==> src/rtl/float2int_seq_if.sv <==
// Handshake bundle for the float2int_seq minifloat expander.
// master: the side that supplies minifloats and consumes integers.
// slave : the expander itself.
interface float2int_seq_if #(
    parameter int EXP_W = 3,
    parameter int MAN_W = 4,
    parameter int INT_W = 11
);
    logic             in_valid;
    logic             in_ready;
    logic [EXP_W-1:0] in_exp;
    logic [MAN_W-1:0] in_man;
    logic             out_valid;
    logic             out_ready;
    logic [INT_W-1:0] out_int;

    modport master (
        output in_valid, in_exp, in_man, out_ready,
        input  in_ready, out_valid, out_int
    );

    modport slave (
        input  in_valid, in_exp, in_man, out_ready,
        output in_ready, out_valid, out_int
    );
endinterface

==> src/rtl/float2int_seq.sv <==
// float2int_seq: expands a minifloat {e, m} back to an unsigned integer.
//   e == 0 : value = m
//   e  > 0 : value = {1, m} << (e - 1)
// Default build shifts one bit per cycle (IDLE -> SHIFT -> DONE).
// Build option FLOAT2INT_BARREL_EN replaces SHIFT with a single-cycle
// barrel shift on accept (IDLE -> DONE), leaving the handshake unchanged.
module float2int_seq #(
    parameter int EXP_W = 3,
    parameter int MAN_W = 4,
    parameter int INT_W = 11
) (
    input  logic               clk,
    input  logic               rst_n,
    input  logic               flush,
    float2int_seq_if.slave     bus,
    output logic               busy
);

    // The widest value, {1, all-ones m} << (2^EXP_W - 2), must fit in INT_W.
    generate
        if (INT_W < MAN_W + (1 << EXP_W) - 1) begin : g_width_check
            $error("float2int_seq: INT_W too narrow for EXP_W/MAN_W");
        end
    endgenerate

    typedef enum logic [1:0] {
        IDLE  = 2'd0,
        SHIFT = 2'd1,
        DONE  = 2'd2
    } state_t;

    state_t             r_state, w_state_nxt;
    logic [INT_W-1:0]   r_acc, w_acc_nxt;
    logic [EXP_W-1:0]   r_cnt, w_cnt_nxt;
    // Last value handed over on the output handshake; shown outside DONE.
    logic [INT_W-1:0]   r_last, w_last_nxt;

    logic               w_in_ready;
    logic               w_out_valid;
    logic               w_accept;
    logic               w_denorm;
    logic [EXP_W-1:0]   w_sh;
    logic [INT_W-1:0]   w_norm;
    logic [INT_W-1:0]   w_sub;

    // Decode of the incoming fields; only used on the accept edge.
    always_comb begin
        w_denorm = (bus.in_exp == '0);
        w_sh     = bus.in_exp - EXP_W'(1);
        w_norm   = {{(INT_W-MAN_W-1){1'b0}}, 1'b1, bus.in_man};
        w_sub    = {{(INT_W-MAN_W){1'b0}}, bus.in_man};
    end

    // Flush suppresses accept even though in_ready stays high in IDLE.
    assign w_accept = bus.in_valid && w_in_ready && !flush;

    // Next-state and handshake outputs; flush overrides any handshake.
    always_comb begin
        w_state_nxt = r_state;
        w_acc_nxt   = r_acc;
        w_cnt_nxt   = r_cnt;
        w_last_nxt  = r_last;
        w_in_ready  = 1'b0;
        w_out_valid = 1'b0;
        case (r_state)
            IDLE: begin
                w_in_ready = 1'b1;
                if (bus.in_valid && !flush) begin
`ifdef FLOAT2INT_BARREL_EN
                    w_acc_nxt   = w_denorm ? w_sub : (w_norm << w_sh);
                    w_cnt_nxt   = '0;
                    w_state_nxt = DONE;
`else
                    w_acc_nxt   = w_denorm ? w_sub : w_norm;
                    w_cnt_nxt   = w_denorm ? '0 : w_sh;
                    // e of 0 or 1 needs no shifting at all.
                    w_state_nxt = (w_denorm || w_sh == '0) ? DONE : SHIFT;
`endif
                end
            end
`ifndef FLOAT2INT_BARREL_EN
            SHIFT: begin
                w_acc_nxt = r_acc << 1;
                w_cnt_nxt = r_cnt - EXP_W'(1);
                if (r_cnt == EXP_W'(1))
                    w_state_nxt = DONE;
            end
`endif
            DONE: begin
                w_out_valid = 1'b1;
                if (bus.out_ready) begin
                    w_last_nxt  = r_acc;
                    w_state_nxt = IDLE;
                end
            end
            default: w_state_nxt = IDLE;
        endcase
        if (flush) begin
            w_state_nxt = IDLE;
            w_acc_nxt   = r_acc;
            w_cnt_nxt   = r_cnt;
            w_last_nxt  = r_last;
        end
    end

    // State, datapath and delivered-value registers.
    always_ff @(posedge clk or negedge rst_n) begin
        if (!rst_n) begin
            r_state <= IDLE;
            r_acc   <= '0;
            r_cnt   <= '0;
            r_last  <= '0;
        end else begin
            r_state <= w_state_nxt;
            r_acc   <= w_acc_nxt;
            r_cnt   <= w_cnt_nxt;
            r_last  <= w_last_nxt;
        end
    end

    assign bus.in_ready  = w_in_ready;
    assign bus.out_valid = w_out_valid;
    assign bus.out_int   = (r_state == DONE) ? r_acc : r_last;
    assign busy          = (r_state != IDLE);

endmodule

==> src/flat_wrapper.sv <==
// flat-port wrapper written by rule: the top's interface ports become plain ports
module float2int_seq_flat 
#(
    parameter int EXP_W = 3,
    parameter int MAN_W = 4,
    parameter int INT_W = 11
)
  (clk, rst_n, flush, busy, bus_in_valid, bus_in_exp, bus_in_man, bus_out_ready, bus_in_ready, bus_out_valid, bus_out_int);
  float2int_seq_if #(.EXP_W(EXP_W), .MAN_W(MAN_W), .INT_W(INT_W)) bus_i ();
  input  logic clk;
  input  logic rst_n;
  input  logic flush;
  output logic busy;
  input wire logic [$bits(bus_i.in_valid)-1:0] bus_in_valid;
  input wire logic [$bits(bus_i.in_exp)-1:0] bus_in_exp;
  input wire logic [$bits(bus_i.in_man)-1:0] bus_in_man;
  input wire logic [$bits(bus_i.out_ready)-1:0] bus_out_ready;
  output wire logic [$bits(bus_i.in_ready)-1:0] bus_in_ready;
  output wire logic [$bits(bus_i.out_valid)-1:0] bus_out_valid;
  output wire logic [$bits(bus_i.out_int)-1:0] bus_out_int;
  assign bus_i.in_valid = bus_in_valid;
  assign bus_i.in_exp = bus_in_exp;
  assign bus_i.in_man = bus_in_man;
  assign bus_i.out_ready = bus_out_ready;
  assign bus_in_ready = bus_i.in_ready;
  assign bus_out_valid = bus_i.out_valid;
  assign bus_out_int = bus_i.out_int;
  float2int_seq #(.EXP_W(EXP_W), .MAN_W(MAN_W), .INT_W(INT_W)) u_core (.clk(clk), .rst_n(rst_n), .flush(flush), .bus(bus_i), .busy(busy));
endmodule
==> config.mk <==
export PLATFORM = sky130hd
export DESIGN_NAME = float2int_seq_flat
export DESIGN_NICKNAME = d
export VERILOG_FILES = /design/src/rtl/float2int_seq_if.sv /design/src/rtl/float2int_seq.sv /design/src/flat_wrapper.sv
export SDC_FILE = /design/constraint.sdc
export NUM_CORES = 1
export LEC_CHECK = 0
export ABC_CLOCK_PERIOD_IN_PS = 2300
export BUFFER_PORTS_ARGS = -buffer_cell sky130_fd_sc_hd__clkbuf_2
export CAP_MARGIN = 25
export CELL_PAD_IN_SITES_DETAIL_PLACEMENT = 0
export CELL_PAD_IN_SITES_GLOBAL_PLACEMENT = 1
export CORE_AREA = 5 5 64 66
export CTS_CLUSTER_DIAMETER = 100
export DETAILED_ROUTE_END_ITERATION = 10
export DIE_AREA = 0 0 69 71
export GPL_TIMING_DRIVEN = 1
export PLACE_DENSITY_LB_ADDON = 0.1
export SETUP_SLACK_MARGIN = 0.02
export SYNTH_ARGS = -nofsm -noshare
export SYNTH_HDL_FRONTEND = slang
export SYNTH_SLANG_ARGS = --single-unit
==> constraint.sdc <==
create_clock -name clk -period 2.3 [get_ports clk]
set_clock_uncertainty 0.2 [all_clocks]
set_input_delay 0.69 -clock clk [delete_from_list [all_inputs] [get_ports clk]]
set_output_delay 0.69 -clock clk [all_outputs]
set_load 0.02 [all_outputs]
==> results_dict.tcl <==
set metrics [dict create \
    drtIter0Drc 42 \
    start_kind "register" \
    maxCapViolCount 0 \
    netlist_area_sq_um 1411 \
    status "complete, but fails checks" \
    dieArea_sq_um 4899 \
    via_per_inst 5.140 \
    yosysWarningCount 0 \
    seq_area_frac_synth 0.4787 \
    yosysUniqueCellTypes 31 \
    coreArea_sq_um 3523 \
    cts_max_level 1 \
    cts.clk_slew.worst_paths_ns 0.14 \
    grt_pass1_wl_mm 5.181 \
    ios 26 \
    nNetsFinal 174 \
    arrival_ns 1.57 \
    tns_ns -1.570 \
    num-fill-cells 362 \
    fin_crit_ns 2.461 \
    insertion_delay_ns 0.31 \
    synthArstFlopShare 1.000 \
    overflow 0 \
    place.gp.congestion 0.7728 \
    setup_viol 11 \
    syn_avg_cell_area_sq_um 11.11 \
    first_pass_iters 4 \
    min_path_type "input pin to asynchronous set/reset pin" \
    antenna_found_initial 0 \
    synthFlopType "dfrtp_1" \
    grt_max_degree 28 \
    synth_edf_count 0 \
    critical_path_class "register to output pin" \
    power_density_nw_per_um2 725.2 \
    grt_util_all_layers 0.1294 \
    peakVddDrop_mv 0.3694 \
    period_share 1.070 \
    hold_viol_final 0 \
    grt_pass1_vias 1057 \
    hold_buffers 0 \
    synth_seq_cells 27 \
    antenna_left 0 \
    numCtsBuffers 3 \
    clockBufferDepth 2 \
    drc 0 \
    io_buffers 25 \
    layout_commonest_cell "dfrtp_1" \
    die_h_microns 71 \
    synthesis.nets 141 \
    fin_area_sq_um 1807 \
    wl_mm 3.237 \
    cts.sinks 27 \
    dp_hpwl_mm 2.135 \
    post_drt_wl_per_cell_microns 15.64 \
    rsz0062_at_grt "yes" \
    vias 1064 \
    final_cell_mix "dfrtp_1 (27), o21ai_0 (23), clkbuf_2 (13)" \
    synthesis.instances 127 \
    num_antenna_cells 0 \
    fp.dieW_microns 69 \
    slew_violations 0 \
    layout-drive-gt1-share 0.4151 \
    worstSetupEndpointType "output pin" \
    multi_input_area_sq_um 716.9 \
    fin_ws_ns -0.1607 \
    crit_fanout 7 \
    start_util 0.4006 \
    cts_tree "yes" \
    place_area_sq_um 1617 \
    core.rowCount 22 \
    root_buffer "clkbuf_4" \
    instances_no_fill 207 \
    leakage_uw 0.0008587 \
    worstPathRequired_ns 1.41 \
    dp_slack_ns 0.1851 \
    area_growth_pct 28.01 \
    max_freq_mhz 406.4 \
    slew_headroom 0.5364 \
    tightestPinTransition_ns 0.6954 \
    seqCellArea_sq_um 675.6 \
    total_power_uw 1310 \
    violations "negative setup slack" \
    dp_cells 200 \
]
-- layer usage --
layer	track usage	share of wire
met4	0.02603	0.0040
met2	0.2246	0.51
met5	0	0
met3	0.02841	0.027
met1	0.1664	0.46
-- cell families (layout without fill, tap and decap cells) --
| group | Yosys count | in the layout | share of synthesized area |
|---|---|---|---|
| compound gates | 35 | 35 | 0.1489 |
| fa+ha+maj | 2 | 2 | 0.01773 |
| buf+inv | 12 | 44 | 0.04787 |
| flops | 27 | 27 | 0.4787 |
| mux | 25 | 25 | 0.1968 |
| simple gates | 26 | 26 | 0.1099 |
-- registers in the layout, summed over array words and instances (netlist names) --
name	count
u_core.r_acc	11
u_core.r_state	2
u_core.r_last	11
u_core.r_cnt	3
-- through the flow --
step / util / hold slack (ns)
finish: 0.5128 / 0.1894
CTS: 0.4684 / 0.2010
global placement: 0.4588 / 0.2848
global route: 0.5128 / 0.2207
floorplan: - / 0.1944
detailed placement: 0.4588 / 0.2947
-- area by class of cell --
cell class / instances / share of cell area
multi-input combinational: 88 / 0.3968
timing repair buffer: 36 / 0.1731
tap: 48 / 0.03324
clock buffer: 4 / 0.01454
sequential: 27 / 0.3740
inverter: 4 / 0.008310
-- power breakdown --
part / switching [uW] / internal, uW
Clock: 134 / 67.7
Combinational: 226 / 266
Sequential: 60.7 / 556
Total: 421 / 890
-- final timing paths --
path,start,to,slack (ns),depth (start not counted)
max,u_core.r_state[0],bus_out_int[9],-0.16,4
min,rst_n,u_core.r_cnt[2],0.19,1
max reg2reg,u_core.r_state[0],u_core.r_last[1],0.43,5
min reg2reg,u_core.r_cnt[1],u_core.r_cnt[1],0.33,1
max in group asynchronous,rst_n,u_core.r_acc[0],1.27,1
min in group clk,u_core.r_cnt[1],u_core.r_cnt[1],0.33,1
-- synth_stat cells (2+ instances only) --
cell type | count | area, sq um
a21oi_1 | 2 | 10.01
nand2b_1 | 3 | 18.77
a211oi_1 | 2 | 15.01
mux2i_1 | 3 | 30.03
a22o_1 | 2 | 17.52
inv_1 | 4 | 15.01
mux2_2 | 22 | 247.7
ha_1 | 2 | 25.02
clkbuf_1 | 2 | 7.510
dfrtp_1 | 27 | 675.7
nand2_1 | 9 | 33.78
o21ai_0 | 23 | 115.1
buf_2 | 3 | 15.01
nor2_1 | 4 | 15.01
buf_6 | 2 | 22.52
o221ai_1 | 2 | 17.52
-- timing repair --
item | 4_1_cts | 5_1_grt
setup buffers | 1 | 1
gates cloned | 0 | 1
gates resized for setup | 0 | 48
endpoints found under the setup margin | 11 | 13
-- critical path: stages (launching register included) --
cell and delay, ns:
dfrtp_1 0.45, nor2b_4 0.19, clkbuf_16 0.18, mux2_4 0.30, buf_6 0.13
No activity file was read; power rests on OpenSTA's default activity.
